$ cat config.mk
export PLATFORM = sky130hd
export DESIGN_NAME = audio_output_stage_flat
export DESIGN_NICKNAME = d
export VERILOG_FILES = /design/src/rtl/audio_output_stage_pkg.sv /design/src/rtl/audio_output_stage_if.sv /design/src/rtl/audio_output_stage_level_meter.sv /design/src/rtl/audio_output_stage.sv /design/src/flat_wrapper.sv
export SDC_FILE = /design/constraint.sdc
export NUM_CORES = 1
export LEC_CHECK = 0
export BUFFER_PORTS_ARGS = -buffer_cell sky130_fd_sc_hd__buf_4
export CELL_PAD_IN_SITES_DETAIL_PLACEMENT = 1
export CELL_PAD_IN_SITES_GLOBAL_PLACEMENT = 1
export CORE_MARGIN = 2
export CORE_UTILIZATION = 40
export DETAILED_ROUTE_END_ITERATION = 8
export PLACE_DENSITY = 0.76
export SYNTH_ARGS = -nofsm -noshare
export SYNTH_HDL_FRONTEND = slang
export SYNTH_SLANG_ARGS = --single-unit
$ cat constraint.sdc
create_clock -name clk -period 5.2 [get_ports clk]
set_input_delay 1.04 -clock clk [delete_from_list [all_inputs] [get_ports clk]]
set_output_delay 1.04 -clock clk [all_outputs]
set_load 0.1 [all_outputs]
$ cat src/rtl/audio_output_stage_pkg.sv
// rtl/audio_output_stage_pkg.sv - shared types, constants and saturation helper for the audio output stage
package audio_pkg;

  typedef logic signed [15:0] sample_t;
  typedef logic [7:0]         gain_t;

  localparam gain_t   UNITY_GAIN = 8'd128;
  localparam sample_t SAMPLE_MAX = 16'sh7FFF;
  localparam sample_t SAMPLE_MIN = 16'sh8000;

  typedef struct packed {
    sample_t value;
    logic    clip;
  } sat_t;

  // Clamp a wide signed value into the 16-bit sample range, reporting whether clamping occurred
  function automatic sat_t sat16(input logic signed [24:0] x);
    sat_t r;
    if (x > 25'sd32767) begin
      r.value = SAMPLE_MAX;
      r.clip  = 1'b1;
    end else if (x < -25'sd32768) begin
      r.value = SAMPLE_MIN;
      r.clip  = 1'b1;
    end else begin
      r.value = x[15:0];
      r.clip  = 1'b0;
    end
    return r;
  endfunction

endpackage

$ cat src/rtl/audio_output_stage_if.sv
// rtl/audio_output_stage_if.sv - sample stream, gain control and meter signals of the audio output stage
interface audio_output_stage_if;
  import audio_pkg::*;

  sample_t    sample_in;
  logic       sample_valid;
  gain_t      gain_target;
  logic       mute;
  sample_t    audio_out;
  logic       audio_valid;
  logic       clip_led;
  logic [7:0] peak_level;

  modport master (
    output sample_in, sample_valid, gain_target, mute,
    input  audio_out, audio_valid, clip_led, peak_level
  );

  modport slave (
    input  sample_in, sample_valid, gain_target, mute,
    output audio_out, audio_valid, clip_led, peak_level
  );

endinterface

$ cat src/rtl/audio_output_stage_level_meter.sv
// rtl/audio_output_stage_level_meter.sv - peak meter with hold/decay and stretched clip indicator
module level_meter
  import audio_pkg::*;
#(
  parameter int HOLD_SAMPLES = 4800,
  parameter int DECAY_SHIFT  = 6,
  parameter int CLIP_HOLD    = 24000
) (
  input  logic       clk,
  input  logic       reset,
  input  sample_t    audio_out,
  input  logic       audio_valid,
  input  logic       clip,
  output logic [7:0] peak_level,
  output logic       clip_led
);

  localparam int HOLD_W = $clog2(HOLD_SAMPLES + 1);
  localparam int CLIP_W = $clog2(CLIP_HOLD + 1);

  logic [14:0]       peak_q, peak_d;
  logic [HOLD_W-1:0] hold_q, hold_d;
  logic [CLIP_W-1:0] clip_cnt_q, clip_cnt_d;
  logic [14:0]       abs_val;
  logic [14:0]       decay;
  sample_t           neg_val;

  // Next peak/hold/clip-stretch state, advanced once per output sample
  always_comb begin
    peak_d     = peak_q;
    hold_d     = hold_q;
    clip_cnt_d = clip_cnt_q;
    neg_val    = -audio_out;
    if (audio_out == SAMPLE_MIN) begin
      abs_val = 15'h7FFF;
    end else if (audio_out[15]) begin
      abs_val = neg_val[14:0];
    end else begin
      abs_val = audio_out[14:0];
    end
    decay = peak_q >> DECAY_SHIFT;
    if (audio_valid) begin
      if (abs_val >= peak_q) begin
        peak_d = abs_val;
        hold_d = HOLD_W'(HOLD_SAMPLES);
      end else if (hold_q != '0) begin
        hold_d = hold_q - HOLD_W'(1);
      end else if (decay == '0) begin
        // Small peaks would never shrink through the shift alone; step down by one to reach zero
        if (peak_q != '0) peak_d = peak_q - 15'd1;
      end else begin
        peak_d = peak_q - decay;
      end
      if (clip) begin
        clip_cnt_d = CLIP_W'(CLIP_HOLD);
      end else if (clip_cnt_q != '0) begin
        clip_cnt_d = clip_cnt_q - CLIP_W'(1);
      end
    end
  end

  // Meter state registers
  always_ff @(posedge clk) begin
    if (reset) begin
      peak_q     <= '0;
      hold_q     <= '0;
      clip_cnt_q <= '0;
    end else begin
      peak_q     <= peak_d;
      hold_q     <= hold_d;
      clip_cnt_q <= clip_cnt_d;
    end
  end

  assign peak_level = peak_q[14:7];
  assign clip_led   = (clip_cnt_q != '0);

endmodule

$ cat src/rtl/audio_output_stage.sv
// rtl/audio_output_stage.sv - gain ramp, saturation and metering; optional DC blocker via AUDIO_OUTPUT_STAGE_DC_BLOCK_EN
module audio_output_stage
  import audio_pkg::*;
#(
  parameter int RAMP_STEP    = 1,
  parameter int HOLD_SAMPLES = 4800,
  parameter int DECAY_SHIFT  = 6,
  parameter int CLIP_HOLD    = 24000,
  parameter int DC_SHIFT     = 8
) (
  input logic                 clk,
  input logic                 reset,
  audio_output_stage_if.slave bus
);

  sample_t s1_in;
  logic    s1_valid;

`ifdef AUDIO_OUTPUT_STAGE_DC_BLOCK_EN
  sample_t            x_prev_q, x_prev_d;
  sample_t            y_prev_q, y_prev_d;
  sample_t            dc_out_q, dc_out_d;
  logic               dc_valid_q, dc_valid_d;
  logic signed [17:0] dc_sum;
  sat_t               dc_sat;

  // One-pole high-pass; 18-bit headroom, clamped back to 16 bits before the gain multiply
  always_comb begin
    x_prev_d   = x_prev_q;
    y_prev_d   = y_prev_q;
    dc_out_d   = dc_out_q;
    dc_valid_d = bus.sample_valid;
    dc_sum     = 18'(bus.sample_in) - 18'(x_prev_q) + 18'(y_prev_q) - 18'(y_prev_q >>> DC_SHIFT);
    dc_sat     = sat16({{7{dc_sum[17]}}, dc_sum});
    if (bus.sample_valid) begin
      x_prev_d = bus.sample_in;
      y_prev_d = dc_sat.value;
      dc_out_d = dc_sat.value;
    end
  end

  // DC blocker state
  always_ff @(posedge clk) begin
    if (reset) begin
      x_prev_q   <= '0;
      y_prev_q   <= '0;
      dc_out_q   <= '0;
      dc_valid_q <= 1'b0;
    end else begin
      x_prev_q   <= x_prev_d;
      y_prev_q   <= y_prev_d;
      dc_out_q   <= dc_out_d;
      dc_valid_q <= dc_valid_d;
    end
  end

  assign s1_in    = dc_out_q;
  assign s1_valid = dc_valid_q;
`else
  assign s1_in    = bus.sample_in;
  assign s1_valid = bus.sample_valid;
`endif

  gain_t              cur_gain_q, cur_gain_d;
  gain_t              eff_target;
  logic signed [9:0]  gain_up, gain_dn, target_w;
  logic signed [24:0] prod_q, prod_d;
  logic               prod_valid_q, prod_valid_d;
  sample_t            audio_out_q, audio_out_d;
  logic               audio_valid_q, audio_valid_d;
  logic               clip_q, clip_d;
  sat_t               s2_sat;

  // S1: multiply by the gain in force before this sample, then step the gain toward its target
  always_comb begin
    cur_gain_d   = cur_gain_q;
    prod_d       = prod_q;
    prod_valid_d = s1_valid;
    eff_target   = bus.mute ? 8'd0 : bus.gain_target;
    target_w     = $signed({2'b00, eff_target});
    gain_up      = $signed({2'b00, cur_gain_q}) + 10'(RAMP_STEP);
    gain_dn      = $signed({2'b00, cur_gain_q}) - 10'(RAMP_STEP);
    if (s1_valid) begin
      prod_d = s1_in * $signed({1'b0, cur_gain_q});
      if (cur_gain_q < eff_target) begin
        cur_gain_d = (gain_up > target_w) ? eff_target : gain_up[7:0];
      end else if (cur_gain_q > eff_target) begin
        cur_gain_d = (gain_dn < target_w) ? eff_target : gain_dn[7:0];
      end
    end
  end

  // S2: drop the unity scaling, clamp to 16 bits and publish the sample
  always_comb begin
    s2_sat        = sat16(prod_q >>> 7);
    audio_out_d   = audio_out_q;
    audio_valid_d = prod_valid_q;
    clip_d        = prod_valid_q & s2_sat.clip;
    if (prod_valid_q) audio_out_d = s2_sat.value;
  end

  // Pipeline and gain registers; reset discards any sample in flight
  always_ff @(posedge clk) begin
    if (reset) begin
      cur_gain_q    <= '0;
      prod_q        <= '0;
      prod_valid_q  <= 1'b0;
      audio_out_q   <= '0;
      audio_valid_q <= 1'b0;
      clip_q        <= 1'b0;
    end else begin
      cur_gain_q    <= cur_gain_d;
      prod_q        <= prod_d;
      prod_valid_q  <= prod_valid_d;
      audio_out_q   <= audio_out_d;
      audio_valid_q <= audio_valid_d;
      clip_q        <= clip_d;
    end
  end

  logic [7:0] peak_level_w;
  logic       clip_led_w;

  level_meter #(
    .HOLD_SAMPLES (HOLD_SAMPLES),
    .DECAY_SHIFT  (DECAY_SHIFT),
    .CLIP_HOLD    (CLIP_HOLD)
  ) u_level_meter (
    .clk         (clk),
    .reset       (reset),
    .audio_out   (audio_out_q),
    .audio_valid (audio_valid_q),
    .clip        (clip_q),
    .peak_level  (peak_level_w),
    .clip_led    (clip_led_w)
  );

  assign bus.audio_out   = audio_out_q;
  assign bus.audio_valid = audio_valid_q;
  assign bus.peak_level  = peak_level_w;
  assign bus.clip_led    = clip_led_w;

endmodule

$ cat src/flat_wrapper.sv
// flat-port wrapper written by rule: the top's interface ports become plain ports
module audio_output_stage_flat import audio_pkg::*;
#(
  parameter int RAMP_STEP    = 1,
  parameter int HOLD_SAMPLES = 4800,
  parameter int DECAY_SHIFT  = 6,
  parameter int CLIP_HOLD    = 24000,
  parameter int DC_SHIFT     = 8
)
  (clk, reset, bus_sample_in, bus_sample_valid, bus_gain_target, bus_mute, bus_audio_out, bus_audio_valid, bus_clip_led, bus_peak_level);
  audio_output_stage_if bus_i ();
  input logic clk;
  input logic reset;
  input wire logic [$bits(bus_i.sample_in)-1:0] bus_sample_in;
  input wire logic [$bits(bus_i.sample_valid)-1:0] bus_sample_valid;
  input wire logic [$bits(bus_i.gain_target)-1:0] bus_gain_target;
  input wire logic [$bits(bus_i.mute)-1:0] bus_mute;
  output wire logic [$bits(bus_i.audio_out)-1:0] bus_audio_out;
  output wire logic [$bits(bus_i.audio_valid)-1:0] bus_audio_valid;
  output wire logic [$bits(bus_i.clip_led)-1:0] bus_clip_led;
  output wire logic [$bits(bus_i.peak_level)-1:0] bus_peak_level;
  assign bus_i.sample_in = bus_sample_in;
  assign bus_i.sample_valid = bus_sample_valid;
  assign bus_i.gain_target = bus_gain_target;
  assign bus_i.mute = bus_mute;
  assign bus_audio_out = bus_i.audio_out;
  assign bus_audio_valid = bus_i.audio_valid;
  assign bus_clip_led = bus_i.clip_led;
  assign bus_peak_level = bus_i.peak_level;
  audio_output_stage #(.RAMP_STEP(RAMP_STEP), .HOLD_SAMPLES(HOLD_SAMPLES), .DECAY_SHIFT(DECAY_SHIFT), .CLIP_HOLD(CLIP_HOLD), .DC_SHIFT(DC_SHIFT)) u_core (.clk(clk), .reset(reset), .bus(bus_i));
endmodule
==> results.yml <==
status:
  status: "finished, final reports clean"
setup_path:
  crit_type: "in2reg"
  crit_buf_inv: 4
  crit_fanout: 5
  endpoint_kind: "flip-flop"
  cpPeakStageDelay_ns: 0.56
  cp_slowest_cell: "fa_1"
  worstPathArrival_ns: 5.22
  timing.rr.start: "u_core.cur_gain_q[0]"
  cp_common_cell: "fa_1"
  setup.worst_path.start_class: "input port"
  cp_top_family: "adder cells"
  startpoint: "bus_sample_in[4]"
  crit_required_ns: 5.40
  crit_path_cell_trace: "buf_4 > and2_1 > fa_1 > fa_1 > fa_1 > inv_1 > fa_1 > inv_1 > ha_1 > a21oi_2 > o21ai_1 > a31oi_2 > a211oi_2 > o31a_1 > buf_4 > xnor2_1 > o22ai_1"
clock_tree:
  hold_buffers: 0
  cts_tree: "built"
  cts_made_buffers: 9
  root_buffer: "clkbuf_16"
  post_cts.repair.setup_buffers: 0
  clock-sinks: 88
  cts-resized-gates: 0
  htree_levels: 3
  worstSkewPairLatency_ns: 0.35
  cts_buffer_depth: 2
  clkTransAtPathRegs_ns: 0.07
floorplan:
  ios: 54
  die_y_um: 164.7
  placementRows: 58
  core_area_sq_um: 25250
  initial_core_util_pct: 40.88
  dieArea_sq_um: 27110
  die_x_um: 164.7
route:
  ant_nets: 0
  post_drt_wl_per_cell_um: 16.93
  drc: 0
  routed_wl_mm: 28.29
  vias_per_cell: 5.290
  dr.first_iter.drc_count: 383
  num_vias: 8839
  firstDrtPassIters: 6
layout:
  finalNetCount: 1564
  drive_gt1_share_pct: 11.56
  area_delta_synth_final_pct: 13.77
  final.fill_count: 3088
  seq_area_sq_um: 1762
  multi_input_area_sq_um: 7660
  num_antenna_cells: 0
place:
  pre_cts_ws_ns: -0.3545
  gp_congestion: 0.8790
  io_buffers: 53
  dp_hpwl_mm: 23.27
yosys:
  syn-cell-area_sq_um: 10320
  netlist_instances: 1263
  synthArstFlopShare_pct: 0
  ys_ff_latch: 88
  ys_seq_area_share_pct: 17.06
  synth_edf_count: 0
  syn_area_per_cell_sq_um: 8.174
  synth_cell_types: 68
  synth_fp_nets: 1491
  synth-main-ff-cell: "dfxtp_1"
  synth_warnings: 0
sta:
  min_period_ns: 5.016
  slew_headroom_pct: 24.18
  max_freq_mhz: 199.4
  fin_ws_ns: 0.1843
  clock_skew_ns: 0.01197
  hold_viol_final: 0
  period_share_pct: 96.46
  grt_setup_unrepaired: "no"
  worst_slew_pin_slew_ns: 1.127
  slew_violations: 0
  setup_viol: 0
global_routing:
  first_global_vias: 9630
  grt.overflow.total: 0
  grt_max_degree: 70
  grt_pass1_wl_mm: 47.38
  antenna_found_initial: 0
  grt_usage_pct: 21.72
hold_path:
  hp-class: "reg2reg"
  min_from: "u_core.prod_q[15]"
run:
  drv_cap: 0
-- layer usage --
layer / vias up / routed length [um] / track usage [%]
met2: 99 / 14190 / 39.88
met1: 4416 / 13020 / 27.63
met3: 29 / 600 / 1.984
met5: - / 0 / 0
met4: 0 / 477 / 4.743
li1: 4295 / - / -
-- per-stage QoR --
step	TNS, ns	instance area (sq um)	instances	hold slack, ns	util (%)
2_1_floorplan	0	10320	1263	0.4199	-
3_3_place_gp	-0.4930	11360	1655	0.4449	44.99
3_5_place_dp	-2.913	11360	1655	0.4569	44.99
4_1_cts	0	11700	1671	0.4673	46.32
5_1_grt	0	11750	1671	0.5169	46.51
6_report	0	11750	1671	0.4672	46.51
-- cells in the final DEF, fill, tap and decap left out, drive strengths merged, types with 4 or more instances in the layout --
cell,count
clkbuf,10
o211ai,4
buf,113
nand3,13
and3,13
a21o,18
o21a,8
a21boi,4
o21ai,52
fa,102
dfxtp,88
or2,5
a211oi,10
nor4,9
a21oi,62
o31ai,7
nor3,25
nand2,139
inv,193
and2,68
nand2b,37
o21bai,5
a31oi,6
or4,5
xor2,33
nor2,78
nand4,8
nor2b,13
ha,98
o32ai,5
xnor2,29
mux2i,13
a311oi,10
o22ai,4
or3,12
o221ai,6
-- layout make-up --
| class | count | area share (%) |
|---|---|---|
| Tap cell | 330 | 3.516 |
| Timing Repair Buffer | 113 | 7.329 |
| Inverter | 190 | 6.072 |
| Multi-Input combinational cell | 934 | 65.22 |
| Sequential cell | 88 | 15.00 |
| Clock buffer | 10 | 2.035 |
| Clock inverter | 6 | 0.8309 |
-- registers in the layout, summed over array words and instances (netlist names) --
name and cells:
u_core.clip_q 1, u_core.u_level_meter.clip_cnt_q 15, u_core.cur_gain_q 8, u_core.bus.audio_valid 1, u_core.u_level_meter.peak_q 15, u_core.bus.audio_out 16
u_core.u_level_meter.hold_q 13, u_core.audio_valid_d 1, u_core.prod_q 18
-- tightest hold or removal path, delay by kind of cell, from the launching register on --
kind               cells  cell delay, ns
AOI/OAI and AO/OA      1            0.05
DFF                    1            0.31
and+or+nand+nor        1            0.06
-- path summary, 6_finish.rpt --
kind	to	slack (ns)	cells past startpoint
worst max-delay path	u_core.prod_q[22]	0.18	17
worst min-delay path	u_core.prod_q[15]	0.47	2
worst max register to register	u_core.prod_q[22]	0.32	17
worst min register to register	u_core.prod_q[15]	0.47	2
-- cell families after synthesis --
kind of cell / Yosys count / share of synthesized area [%]
AO/OA/AOI/OAI: 224 / 14.29
XOR/XNOR: 62 / 5.260
adder cells (fa/ha/maj): 200 / 31.66
buffers and inverters: 241 / 9.199
flip-flops: 88 / 17.06
multiplexers: 14 / 1.369
AND/OR/NAND/NOR: 434 / 21.16
-- cell usage after synthesis, types with 13 or more instances --
master,instances,area share [%]
and2_1,68,4.1
and3_1,13,0.79
nor2b_1,13,0.79
nor2_1,78,2.8
inv_1,190,6.9
nand3_1,13,0.63
ha_1,98,12
nor3_1,25,1.2
mux2i_1,13,1.3
clkbuf_1,33,1.2
a21o_1,18,1.3
nand2_1,139,5.1
fa_1,102,20
xnor2_1,29,2.5
dfxtp_1,88,17
nand2b_1,37,2.2
a21oi_1,62,3.0
xor2_1,33,2.8
o21ai_0,50,2.4
Power is left out: the tool's default activity adds up to more than one toggle a clock period on the data nets, which glitch-free logic cannot reach.
